File: src/rtl/sd_img_pkg.sv
// Shared definitions for the SD image read/write paths: FSM states, sector and FIFO geometry.
package sd_img_pkg;

  localparam int unsigned SEC_WORDS_DEF  = 256;
  localparam int unsigned FIFO_DEPTH_DEF = 2048;
  localparam int unsigned FIFO_LEN_W     = 11;
  localparam int unsigned SPACE_W        = 12;
  localparam int unsigned WCNT_W         = 9;
  localparam int unsigned DATA_W         = 16;

  typedef enum logic [2:0] {
    ST_IDLE       = 3'd0,
    ST_WAIT_SPACE = 3'd1,
    ST_START      = 3'd2,
    ST_WAIT_BUSY  = 3'd3,
    ST_READ       = 3'd4,
    ST_NEXT       = 3'd5
  } sd_img_state_e;

  // Swap the two bytes of a 16-bit SD word.
  function automatic logic [DATA_W-1:0] byte_swap16(input logic [DATA_W-1:0] d);
    return {d[7:0], d[15:8]};
  endfunction

endpackage

File: src/rtl/sd_req_sync.sv
// Two-flop synchroniser plus rising-edge detect for an asynchronous request level.
module sd_req_sync (
  input  logic i_clk,
  input  logic i_rst_n,
  input  logic i_req_async,
  output logic o_rise_c
);

  logic [2:0] r_ff;

  // Shift the request through two sync stages and one history stage.
  always_ff @(posedge i_clk or negedge i_rst_n) begin
    if (!i_rst_n) begin
      r_ff <= 3'b000;
    end else begin
      r_ff <= {r_ff[1:0], i_req_async};
    end
  end

  assign o_rise_c = r_ff[1] & ~r_ff[2];

endmodule

File: src/rtl/sd_image_reader.sv
// Streams one stored image from the SD card, sector by sector, into the image FIFO.
// Optional build macro: SD_RD_BYTE_SWAP_EN swaps the two bytes of each word written to the FIFO.
module sd_image_reader
  import sd_img_pkg::*;
#(
  parameter logic [31:0] START_SEC    = 32'd16384,
  parameter logic [15:0] IMG_SECTORS  = 16'd1800,
  parameter int unsigned FIFO_DEPTH   = FIFO_DEPTH_DEF,
  parameter int unsigned SEC_WORDS    = SEC_WORDS_DEF,
  parameter int unsigned BUSY_TIMEOUT = 4096
) (
  input  logic                  SD_clk_ref,
  input  logic                  sys_rst_n,
  input  logic                  sd_init_done,
  input  logic                  sys_image_read_req,
  input  logic                  rd_busy,
  input  logic                  rd_val_en,
  input  logic [DATA_W-1:0]     rd_val_data,
  output logic                  rd_start_en,
  output logic [31:0]           rd_sec_addr,
  input  logic [FIFO_LEN_W-1:0] fifo_len,
  input  logic                  fifo_full,
  output logic                  fifo_wr_en,
  output logic [DATA_W-1:0]     fifo_wr_data,
  output logic                  rd_image_done_n,
  output logic                  rd_err,
  output logic [15:0]           rd_sec_cnt
);

  localparam int unsigned TO_W = $clog2(BUSY_TIMEOUT) + 1;

  sd_img_state_e       r_state;
  logic                r_pending;
  logic                r_start_en;
  logic [31:0]         r_sec_addr;
  logic                r_wr_en;
  logic [DATA_W-1:0]   r_wr_data;
  logic                r_done_n;
  logic                r_err;
  logic [15:0]         r_sec_cnt;
  logic [WCNT_W-1:0]   r_wcnt;
  logic [TO_W-1:0]     r_to_cnt;

  logic                w_req_rise;
  logic [SPACE_W-1:0]  w_free;
  logic                w_space_ok;
  logic                w_wr_ok;
  logic [WCNT_W-1:0]   w_wcnt_nxt;
  logic [15:0]         w_cnt_nxt;
  logic [DATA_W-1:0]   w_data_in;

  sd_req_sync u_req_sync (
    .i_clk       (SD_clk_ref),
    .i_rst_n     (sys_rst_n),
    .i_req_async (sys_image_read_req),
    .o_rise_c    (w_req_rise)
  );

  // Free FIFO space must fit one whole sector before a read is issued.
  assign w_free     = SPACE_W'(FIFO_DEPTH) - SPACE_W'(fifo_len);
  assign w_space_ok = (w_free >= SPACE_W'(SEC_WORDS));
  assign w_wr_ok    = rd_val_en & ~fifo_full;
  assign w_wcnt_nxt = r_wcnt + WCNT_W'(w_wr_ok);
  assign w_cnt_nxt  = r_sec_cnt + 16'd1;

`ifdef SD_RD_BYTE_SWAP_EN
  assign w_data_in = byte_swap16(rd_val_data);
`else
  assign w_data_in = rd_val_data;
`endif

  // Sector read sequencer with registered command, FIFO and status outputs.
  always_ff @(posedge SD_clk_ref or negedge sys_rst_n) begin
    if (!sys_rst_n) begin
      r_state    <= ST_IDLE;
      r_pending  <= 1'b0;
      r_start_en <= 1'b0;
      r_sec_addr <= START_SEC;
      r_wr_en    <= 1'b0;
      r_wr_data  <= '0;
      r_done_n   <= 1'b1;
      r_err      <= 1'b0;
      r_sec_cnt  <= '0;
      r_wcnt     <= '0;
      r_to_cnt   <= '0;
    end else begin
      r_start_en <= 1'b0;
      r_wr_en    <= 1'b0;
      r_done_n   <= 1'b1;
      if ((r_state != ST_IDLE) && !sd_init_done) begin
        r_err   <= 1'b1;
        r_state <= ST_IDLE;
      end else begin
        case (r_state)
          ST_IDLE: begin
            if (w_req_rise) r_pending <= 1'b1;
            if (r_pending && sd_init_done) begin
              r_pending  <= 1'b0;
              r_sec_cnt  <= '0;
              r_sec_addr <= START_SEC;
              r_err      <= 1'b0;
              r_state    <= ST_WAIT_SPACE;
            end
          end
          ST_WAIT_SPACE: begin
            if (w_space_ok) begin
              r_start_en <= 1'b1;
              r_state    <= ST_START;
            end
          end
          ST_START: begin
            r_to_cnt <= '0;
            r_state  <= ST_WAIT_BUSY;
          end
          ST_WAIT_BUSY: begin
            if (rd_busy) begin
              r_wcnt  <= '0;
              r_state <= ST_READ;
            end else if (r_to_cnt == TO_W'(BUSY_TIMEOUT - 1)) begin
              r_err   <= 1'b1;
              r_state <= ST_IDLE;
            end else begin
              r_to_cnt <= r_to_cnt + TO_W'(1);
            end
          end
          ST_READ: begin
            if (rd_val_en) begin
              if (fifo_full) begin
                r_err <= 1'b1;
              end else begin
                r_wr_en   <= 1'b1;
                r_wr_data <= w_data_in;
              end
            end
            r_wcnt <= w_wcnt_nxt;
            if (!rd_busy) begin
              if (w_wcnt_nxt != WCNT_W'(SEC_WORDS)) r_err <= 1'b1;
              r_state <= ST_NEXT;
            end
          end
          ST_NEXT: begin
            r_sec_cnt  <= w_cnt_nxt;
            r_sec_addr <= r_sec_addr + 32'd1;
            if (w_cnt_nxt == IMG_SECTORS) begin
              r_done_n <= 1'b0;
              r_state  <= ST_IDLE;
            end else begin
              r_state  <= ST_WAIT_SPACE;
            end
          end
          default: r_state <= ST_IDLE;
        endcase
      end
    end
  end

  assign rd_start_en     = r_start_en;
  assign rd_sec_addr     = r_sec_addr;
  assign fifo_wr_en      = r_wr_en;
  assign fifo_wr_data    = r_wr_data;
  assign rd_image_done_n = r_done_n;
  assign rd_err          = r_err;
  assign rd_sec_cnt      = r_sec_cnt;

endmodule

File: config.mk
export PLATFORM = sky130hd
export DESIGN_NAME = sd_image_reader
export DESIGN_NICKNAME = d
export VERILOG_FILES = /design/src/rtl/sd_img_pkg.sv /design/src/rtl/sd_req_sync.sv /design/src/rtl/sd_image_reader.sv
export SDC_FILE = /design/constraint.sdc
export NUM_CORES = 1
export LEC_CHECK = 0
export ABC_AREA = 1
export BUFFER_PORTS_ARGS = -buffer_cell sky130_fd_sc_hd__buf_2
export CORE_MARGIN = 2
export CORE_UTILIZATION = 35
export CTS_CLUSTER_DIAMETER = 40
export DETAILED_ROUTE_END_ITERATION = 12
export GPL_TIMING_DRIVEN = 1
export HOLD_SLACK_MARGIN = 0.12
export PLACE_DENSITY_LB_ADDON = 0.2
export REMOVE_ABC_BUFFERS = 1
export SKIP_CTS_REPAIR_TIMING = 1
export SYNTH_ARGS = -nofsm -noshare
export SYNTH_HDL_FRONTEND = slang
export SYNTH_SLANG_ARGS = --single-unit
export TNS_END_PERCENT = 30
File: constraint.sdc
create_clock -name SD_clk_ref -period 4 [get_ports SD_clk_ref]
set_input_delay 0 -clock SD_clk_ref [delete_from_list [all_inputs] [get_ports SD_clk_ref]]
set_output_delay 0 -clock SD_clk_ref [all_outputs]
set_load 0.005 [all_outputs]
==> results of run 1 <==
sequential cells by signal, summed over array words and instances (netlist names):
signal	count
r_pending	1
rd_sec_addr	32
u_req_sync.r_ff	3
rd_image_done_n	1
fifo_wr_data	16
r_state	3
rd_sec_cnt	16
r_wcnt	9
r_to_cnt	13
fifo_wr_en	1
rd_start_en	1
rd_err	1
power by group through the flow:
stage / Combinational [uW] / Sequential, uW / Clock [uW]
CTS: 617 / 1210 / 919
detailed placement: 616 / 1230 / 0
floorplan: 392 / 1220 / 0
finish: 632 / 1210 / 884
global placement: 608 / 1230 / 0
global route: 721 / 1240 / 953
how the worst max path moves through the flow:
stage | startpoint | to | depth (start not counted)
2_1_floorplan | r_state[0]$_DFFE_PN0P_ | rd_sec_addr[15]$_DFFE_PN0P_ | 12
3_3_place_gp | r_state[0]$_DFFE_PN0P_ | rd_sec_addr[12]$_DFFE_PN0P_ | 10
3_5_place_dp | r_state[0]$_DFFE_PN0P_ | rd_sec_addr[10]$_DFFE_PN0P_ | 10
4_1_cts | r_state[0]$_DFFE_PN0P_ | rd_sec_addr[10]$_DFFE_PN0P_ | 10
5_1_grt | r_state[0]$_DFFE_PN0P_ | rd_sec_addr[12]$_DFFE_PN0P_ | 10
6_report | r_state[0]$_DFFE_PN0P_ | rd_sec_addr[12]$_DFFE_PN0P_ | 10
placed cells by master, fill, tap and decap left out, types with 6 or more instances in the layout:
cell	n
nand2_1	176
buf_2	100
dfrtp_1	95
inv_1	72
nor2_1	69
nand3_1	41
a21oi_1	31
o21ai_0	29
dlygate4sd3_1	23
nor3_1	18
nand4_1	14
o22ai_1	12
nor2_2	10
nand2_2	9
clkbuf_16	9
xor2_1	6
inv_2	6
routing by layer:
| metal | vias up | part of all wire [%] | global-route usage, % |
|---|---|---|---|
| met2 | 123 | 47 | 26.0 |
| met3 | 13 | 4.7 | 4.04 |
| met4 | 0 | 1.5 | 5.36 |
| li1 | 2397 | - | - |
| met5 | - | 0 | 0 |
| met1 | 2242 | 47 | 21.3 |
cells in the mapped netlist (all sizes together), types with 4 or more instances:
| master | n | area share, % |
|---|---|---|
| nor2 | 83 | 7.2 |
| nor4 | 5 | 0.61 |
| nand4 | 15 | 2.0 |
| nand3 | 45 | 4.8 |
| o21ai | 30 | 2.9 |
| nand2 | 187 | 14 |
| dfrtp | 95 | 47 |
| o22ai | 12 | 1.5 |
| nor3 | 19 | 2.0 |
| buf | 6 | 0.88 |
| xor2 | 6 | 1.0 |
| ha | 5 | 1.2 |
| inv | 78 | 5.7 |
| a21oi | 31 | 3.0 |
| o21a | 4 | 0.59 |
| clkbuf | 4 | 0.29 |
| a211oi | 5 | 0.73 |
kinds of logic after synthesis:
family	count (synthesis)
multiplexers	2
adder cells (fa/ha/maj)	5
XOR/XNOR	7
AND/OR/NAND/NOR	361
AO/OA/AOI/OAI	93
flip-flops	97
buffers and inverters	89
stage by stage:
stage | total power (uW) | utilization, % | cell area [um^2] | hold WS, ns
after CTS | 2750 | 42.3 | 6100 | -0.257
after global routing | 2910 | 43.9 | 6330 | 0.145
final | 2730 | 43.9 | 6330 | 0.113
after global placement | 1830 | 40.2 | 5800 | 0.111
after detailed placement | 1850 | 40.2 | 5800 | 0.114
after floorplan | 1610 | - | 5050 | -0.296
final cells by class:
type / instances / area (um^2)
Multi-Input combinational cell: 468 / 2330
Tap cell: 184 / 230
Inverter: 79 / 297
Timing Repair Buffer: 125 / 746
Fill cell: 1458 / 8090
Clock inverter: 7 / 77.6
Sequential cell: 97 / 2430
Clock buffer: 9 / 225
tightest hold or removal path, stage by stage:
cell and delay [ns]:
buf_2 0.09, a211oi_1 0.06, nand2_1 0.07, nand2_1 0.04
a21boi_0 0.14
==> flow_summary.yaml, run 1 <==
final_layout:
  drive_gt1_share_pct: 20.4
  area_growth_pct: 23.8
  final_nets: 819
  final_cells: 969
  num_antenna_cells: 0
logic_synthesis:
  synth_fa_ha_area_share_pct: 1.22
  synth_ff_type: "dfrtp_1"
  synthesis.area_mm2: 0.00511
  synthSimpleGateAreaFrac_pct: 31.9
  yosys_warnings: 0
  synth_edf_count: 0
  async_flop_share_pct: 100
  seq_area_frac_synth_pct: 47.5
  synth_compound_area_share_pct: 10.6
  synth.mux.area_fraction_pct: 0.514
  syn_area_per_cell_um2: 7.82
  ys_types: 47
  ys_ff_latch: 97
  synthXorXnorAreaFrac_pct: 1.20
  synth_top_family_by_area: "simple AND/OR/NAND/NOR gates"
  synth_cells: 654
placement:
  dp_hpwl_um: 8930
  io_buffers: 101
  post-place-ws_ns: 1.46
  gp_congestion: 0.829
  placedCellCount: 930
pwr:
  power_density_mw_per_mm2: 431
  intPower_uw: 1840
  p_leak_uw: 0.00318
  swShare_pct: 32.7
  netSwitchingPower_uw: 893
  pwr-share-seq_pct: 44.5
  peakVddDrop_mv: 0.222
  power_frac_comb_pct: 23.2
  clkPwrFrac_pct: 32.4
global_route:
  overflow: 0
  antenna_found_initial: 0
  grt_max_degree: 71
  grt_pass1_wl_um: 21000
  grt_use_total_pct: 16.1
  grt_pass1_vias: 4515
clocking:
  numCtsBuffers: 9
  path_clk_slew_ns: 0.07
  cts_tree: "done"
  h-tree-depth: 3
  cts_num_sinks: 97
  worstSkewPairLatency_ns: 0.35
  max-clock-path-buffers: 2
  clockRootBuffer: "clkbuf_16"
routing:
  drc: 0
  first_iter_violations: 414
  vias: 4775
  firstDrtPassIters: 4
  via_per_inst: 4.93
  wirelength_um: 12600
  ant_nets: 0
  avgRoutedWirePerCell_um: 13.0
setup_path:
  critPathCaptureType: "flop"
  cp.required_ns: 4.20
  criticalPathCategory: "flop to flop"
  r2r_end: "rd_sec_addr[12]$_DFFE_PN0P_"
  rr_worst_depth: 10
  worstPathCellList: "inv_2 > nand2_2 > nor2_4 > nand2_1 > nand2_4 > nand2_4 > inv_1 > nand2_1 > nor3_1 > a211oi_1"
  start_kind: "flop"
  r2r-start: "r_state[0]$_DFFE_PN0P_"
  ff2ff_setup_slack_ns: 1.43
  worstPathMaxFanout: 26
  slowest_delay_ns: 0.49
  crit_family: "simple AND/OR/NAND/NOR gates"
  arrival_ns: 2.77
  crit_buf_inv: 2
  slowest_stage: "nand2_4"
sta:
  worst_pin_slew_ns: 0.913
  min_period_over_period_pct: 64.2
  skew_ns: 0.00737
  fin_crit_ns: 2.57
  slew_violations: 0
  setup_viol: 0
  max-slew-margin-rel_pct: 39.1
  fmax_mhz: 389
  setup_tns_ns: 0
  finalHoldViolCount: 0
  fin_ws_ns: 1.43
  rsz0062_at_grt: "false"
die:
  rows: 44
  initial_core_util_pct: 35.4
  core_mm2: 0.0144
  die-area_mm2: 0.0156
  ios: 102
  die_h_um: 125
  fp.dieW_um: 125
min_path:
  min_to: "rd_err$_DFFE_PN0P_"
  hp-class: "input port to flop"
  holdPathStages: 5
  hold_start: "fifo_full"
job:
  drv_cap: 0
status:
  status: "finished, final reports clean"
No activity file was read; power rests on OpenSTA's default activity.
==> run 2: changes to the inputs <==
- clock period: 4 -> 2.16 ns (I/O delays scaled with it)
==> flow_summary.yaml, run 2 (synthesis gave the netlist of run 1 again) <==
global_route:
  grt_pass1_vias: 4496
  grt_pass1_wl_um: 21700
  grt_use_total_pct: 16.8
  antenna_found_initial: 0
  overflow: 0
  grt_max_degree: 47
clocking:
  h-tree-depth: 3
  cts_num_sinks: 97
  worstSkewPairLatency_ns: 0.35
  path_clk_slew_ns: 0.07
  clockRootBuffer: "clkbuf_16"
  numCtsBuffers: 9
  cts_tree: "done"
  max-clock-path-buffers: 2
sta:
  setup_viol: 0
  fmax_mhz: 509
  min_period_over_period_pct: 90.9
  skew_ns: 0.00692
  rsz0062_at_grt: "false"
  finalHoldViolCount: 0
  worst_pin_slew_ns: 0.527
  setup_tns_ns: 0
  fin_crit_ns: 1.96
  slew_violations: 0
  max-slew-margin-rel_pct: 64.9
pwr:
  peakVddDrop_mv: 0.388
  p_leak_uw: 0.00321
  power_density_mw_per_mm2: 777
setup_path:
  worstPathCellList: "dlygate4sd3_1 > buf_2 > nor4_1 > dlygate4sd3_1 > nand2_1 > dlygate4sd3_1 > a21oi_1"
  start_kind: "input port"
  worstPathMaxFanout: 2
  slowest_stage: "dlygate4sd3_1"
  cpMostUsedCell: "dlygate4sd3_1"
  crit_family: "buffers and inverters"
  r2r_end: "rd_sec_addr[28]$_DFFE_PN0P_"
  critPathCaptureType: "flop"
  r2r-start: "rd_sec_addr[0]$_DFFE_PN0P_"
  ff2ff_setup_slack_ns: 0.24
  criticalPathCategory: "input port to flop"
  crit_end: "rd_start_en$_DFF_PN0_"
  cp-startpoint: "fifo_len[3]"
  rr_worst_depth: 9
  slowest_delay_ns: 0.58
  cp.required_ns: 2.43
  crit_buf_inv: 4
  arrival_ns: 2.23
  worstSetupPathDepth: 7
routing:
  vias: 4770
  ant_nets: 0
  firstDrtPassIters: 6
  drc: 0
  avgRoutedWirePerCell_um: 13.3
  first_iter_violations: 286
  wirelength_um: 13000
  via_per_inst: 4.88
status:
  status: "finished, final reports clean"
final_layout:
  largest_reg_flops: 32
  num_antenna_cells: 0
  utilization_pct: 44.2
  nFillCells: 1480
  final_nets: 828
  drive_gt1_share_pct: 20.7
  layout_common_cells: "176 x nand2_1, 100 x buf_2, 95 x dfrtp_1"
  layout_commonest_cell: "nand2_1"
  area_growth_pct: 24.7
placement:
  gp_congestion: 0.833
  io_buffers: 101
  dp_hpwl_um: 9140
die:
  die_h_um: 125
  die-area_mm2: 0.0156
  core_mm2: 0.0144
  ios: 102
  fp.dieW_um: 125
  initial_core_util_pct: 35.4
  rows: 44
job:
  drv_cap: 0
min_path:
  hp-class: "input port to flop"
==> run 2: final cells by class <==
type | instances | area (um^2) | share of cell area [%]
inverters | 79 | 297 | 4.65
multi-input cells | 468 | 2330 | 36.5
well taps | 184 | 230 | 3.61
repair buffers | 134 | 831 | 13.0
flip-flops and latches | 97 | 2430 | 38.1
clock inverters | 3 | 17.5 | 0.275
clock buffers | 12 | 246 | 3.87
==> run 2: stage by stage <==
step | setup slack [ns] | std cells | instance area, um^2 | power, uW | hold WS [ns]
floorplan | 0.198 | 644 | 5050 | 2990 | -0.296
global placement | 0.323 | 937 | 5860 | 3450 | 0.0224
detailed placement | 0.276 | 937 | 5860 | 3480 | 0.0182
CTS | 0.248 | 952 | 6130 | 4990 | -0.356
global route | 0.00625 | 977 | 6380 | 5290 | 0.143
finish | 0.197 | 977 | 6380 | 4950 | 0.104
==> run 2: worst reg2reg max path, cell delays in order (launching register included) <==
cell and delay, ns:
dfrtp_1 0.43, ha_1 0.21, nand2_1 0.08, nor2_1 0.09
nand2_1 0.08, nor2_2 0.19, nand4_2 0.23, nor3_2 0.22
nor3b_1 0.20, nor2_1 0.07
==> run 2: worst min-delay path by stage <==
stage / startpoint / slack, ns / endpoint / cells after the start
global route: rd_val_en / 0.14 / rd_err$_DFFE_PN0P_ / 5
floorplan: sys_rst_n / -0.30 / fifo_wr_data[0]$_DFFE_PN0P_ / 0
global placement: sys_rst_n / 0.02 / rd_sec_addr[11]$_DFFE_PN0P_ / 1
detailed placement: sys_rst_n / 0.02 / rd_sec_addr[9]$_DFFE_PN0P_ / 1
CTS: sys_rst_n / -0.36 / rd_sec_addr[9]$_DFFE_PN0P_ / 1
finish: fifo_full / 0.10 / rd_err$_DFFE_PN0P_ / 5
==> run 2: power breakdown <==
part | internal, uW | switching (uW) | leakage [uW]
clock network | 804 | 684 | 0.000128
registers | 2070 | 178 | 0.00132
logic | 450 | 767 | 0.00176
total | 3320 | 1630 | 0.00321
==> run 2: routing by layer <==
metal  GRT usage [%]  vias to the layer above  wire length, um
li1                -                     2413                -
met2            26.6                      124             6060
met4            6.21                        0              189
met3            2.96                       14              696
met1            23.0                     2219             6010
met5               0                        -                0
==> run 3: changes to the inputs <==
- CTS_BUF_LIST: default -> sky130_fd_sc_hd__clkbuf_4 sky130_fd_sc_hd__clkbuf_8 sky130_fd_sc_hd__clkbuf_16
==> flow_summary.yaml, run 3 (synthesis gave the netlist of run 1 again) <==
status:
  status: "finished, final reports clean"
min_path:
  hold_start: "fifo_full"
  min_to: "rd_err$_DFFE_PN0P_"
  holdPathStages: 5
  hp-class: "input port to flop"
routing:
  avgRoutedWirePerCell_um: 13.2
  first_iter_violations: 252
  drc: 0
  ant_nets: 0
  wirelength_um: 12900
  via_per_inst: 4.89
  firstDrtPassIters: 4
  vias: 4778
final_layout:
  final_cells: 977
  largest_reg_flops: 32
  layout_commonest_cell: "nand2_1"
  final_nets: 828
  layout_common_cells: "176 x nand2_1, 100 x buf_2, 95 x dfrtp_1"
  design_area_mm2: 0.00638
  num_antenna_cells: 0
  area_growth_pct: 24.9
  nFillCells: 1476
  drive_gt1_share_pct: 20.9
sta:
  min_period_over_period_pct: 90.9
  slew_violations: 0
  skew_ns: 0.00801
  worst_pin_slew_ns: 0.523
  setup_tns_ns: 0
  fmax_mhz: 510
  max-slew-margin-rel_pct: 65.1
  setup_viol: 0
  fin_crit_ns: 1.96
  finalHoldViolCount: 0
  rsz0062_at_grt: "false"
setup_path:
  criticalPathCategory: "input port to flop"
  start_kind: "input port"
  r2r_end: "r_state[0]$_DFFE_PN0P_"
  rr_worst_depth: 14
  arrival_ns: 2.23
  critPathCaptureType: "flop"
  cp.required_ns: 2.43
  worstPathMaxFanout: 2
  cp-startpoint: "fifo_len[3]"
  ff2ff_setup_slack_ns: 0.26
  r2r-start: "rd_sec_cnt[0]$_DFFE_PN0P_"
placement:
  placedCellCount: 937
  dp_hpwl_um: 9140
  dpl_cell_area_mm2: 0.00586
  io_buffers: 101
  gp_congestion: 0.833
global_route:
  met1_usage_pct: 22.9
  grt_pass1_wl_um: 21600
  met3_usage_pct: 2.96
  antenna_found_initial: 0
  grt.busiest_layer: "met2"
  grt_max_degree: 47
  overflow: 0
  grt.met2_usage_pct: 26.6
  grt_use_total_pct: 16.7
  grt_pass1_vias: 4503
clocking:
  worstSkewPairLatency_ns: 0.35
  cts_tree: "done"
  cts_num_sinks: 97
  numCtsBuffers: 9
  clockRootBuffer: "clkbuf_16"
  h-tree-depth: 3
  path_clk_slew_ns: 0.07
  max-clock-path-buffers: 2
die:
  ios: 102
  core_mm2: 0.0144
  die-area_mm2: 0.0156
  initial_core_util_pct: 35.4
  rows: 44
  die_h_um: 125
  fp.dieW_um: 125
pwr:
  p_leak_uw: 0.00321
  peakVddDrop_mv: 0.389
  intPower_uw: 3350
  pwr-share-seq_pct: 45.1
  clkPwrFrac_pct: 30.4
  netSwitchingPower_uw: 1630
  power_density_mw_per_mm2: 780
  swShare_pct: 32.7
  power_frac_comb_pct: 24.4
job:
  drv_cap: 0
==> run 3: metal layers <==
metal  routed length [um]  vias up  share of wire [%]
met1                 5990     2231                 46
met3                  643       16                5.0
li1                     -     2412                  -
met2                 6050      119                 47
met4                  216        0                1.7
met5                    0        -                  0
==> run 3: worst max-delay path: stages <==
cell and delay (ns):
dlygate4sd3_1 0.53, buf_2 0.12, nor4_1 0.23, dlygate4sd3_1 0.58, nand2_1 0.07, dlygate4sd3_1 0.58, a21oi_1 0.12
==> run 3: how the worst max path moves through the flow <==
| stage | endpoint | slack (ns) | cells after the start |
|---|---|---|---|
| global route | rd_sec_addr[28]$_DFFE_PN0P_ | 0.006 | 9 |
| finish | rd_start_en$_DFF_PN0_ | 0.20 | 7 |
| CTS | r_state[0]$_DFFE_PN0P_ | 0.25 | 14 |
| global placement | rd_sec_addr[28]$_DFFE_PN0P_ | 0.32 | 9 |
| floorplan | rd_sec_addr[15]$_DFFE_PN0P_ | 0.20 | 12 |
| detailed placement | rd_err$_DFFE_PN0P_ | 0.28 | 15 |
==> run 3: area by class of cell <==
| class | count | area [um^2] | share of cell area, % |
|---|---|---|---|
| inverters | 79 | 297 | 4.64 |
| clock buffers | 12 | 254 | 3.98 |
| multi-input cells | 468 | 2330 | 36.4 |
| flip-flops and latches | 97 | 2430 | 38.1 |
| well taps | 184 | 230 | 3.61 |
| clock inverters | 3 | 17.5 | 0.274 |
| repair buffers | 134 | 831 | 13.0 |
==> run 3: power groups by stage <==
stage | clock [uW] | sequential [uW] | combinational [uW]
floorplan | 0 | 2260 | 725
global placement | 0 | 2270 | 1180
detailed placement | 0 | 2280 | 1200
CTS | 1560 | 2250 | 1200
global route | 1640 | 2290 | 1390
finish | 1510 | 2250 | 1220
==> run 3: through the flow <==
| stage | hold slack, ns | worst slack (ns) | utilization (%) | power (uW) |
|---|---|---|---|---|
| 2_1_floorplan | -0.296 | 0.198 | - | 2990 |
| 3_3_place_gp | 0.0224 | 0.323 | 40.6 | 3450 |
| 3_5_place_dp | 0.0182 | 0.276 | 40.6 | 3480 |
| 4_1_cts | -0.356 | 0.246 | 42.5 | 5010 |
| 5_1_grt | 0.143 | 0.00625 | 44.3 | 5320 |
| 6_report | 0.102 | 0.198 | 44.3 | 4980 |
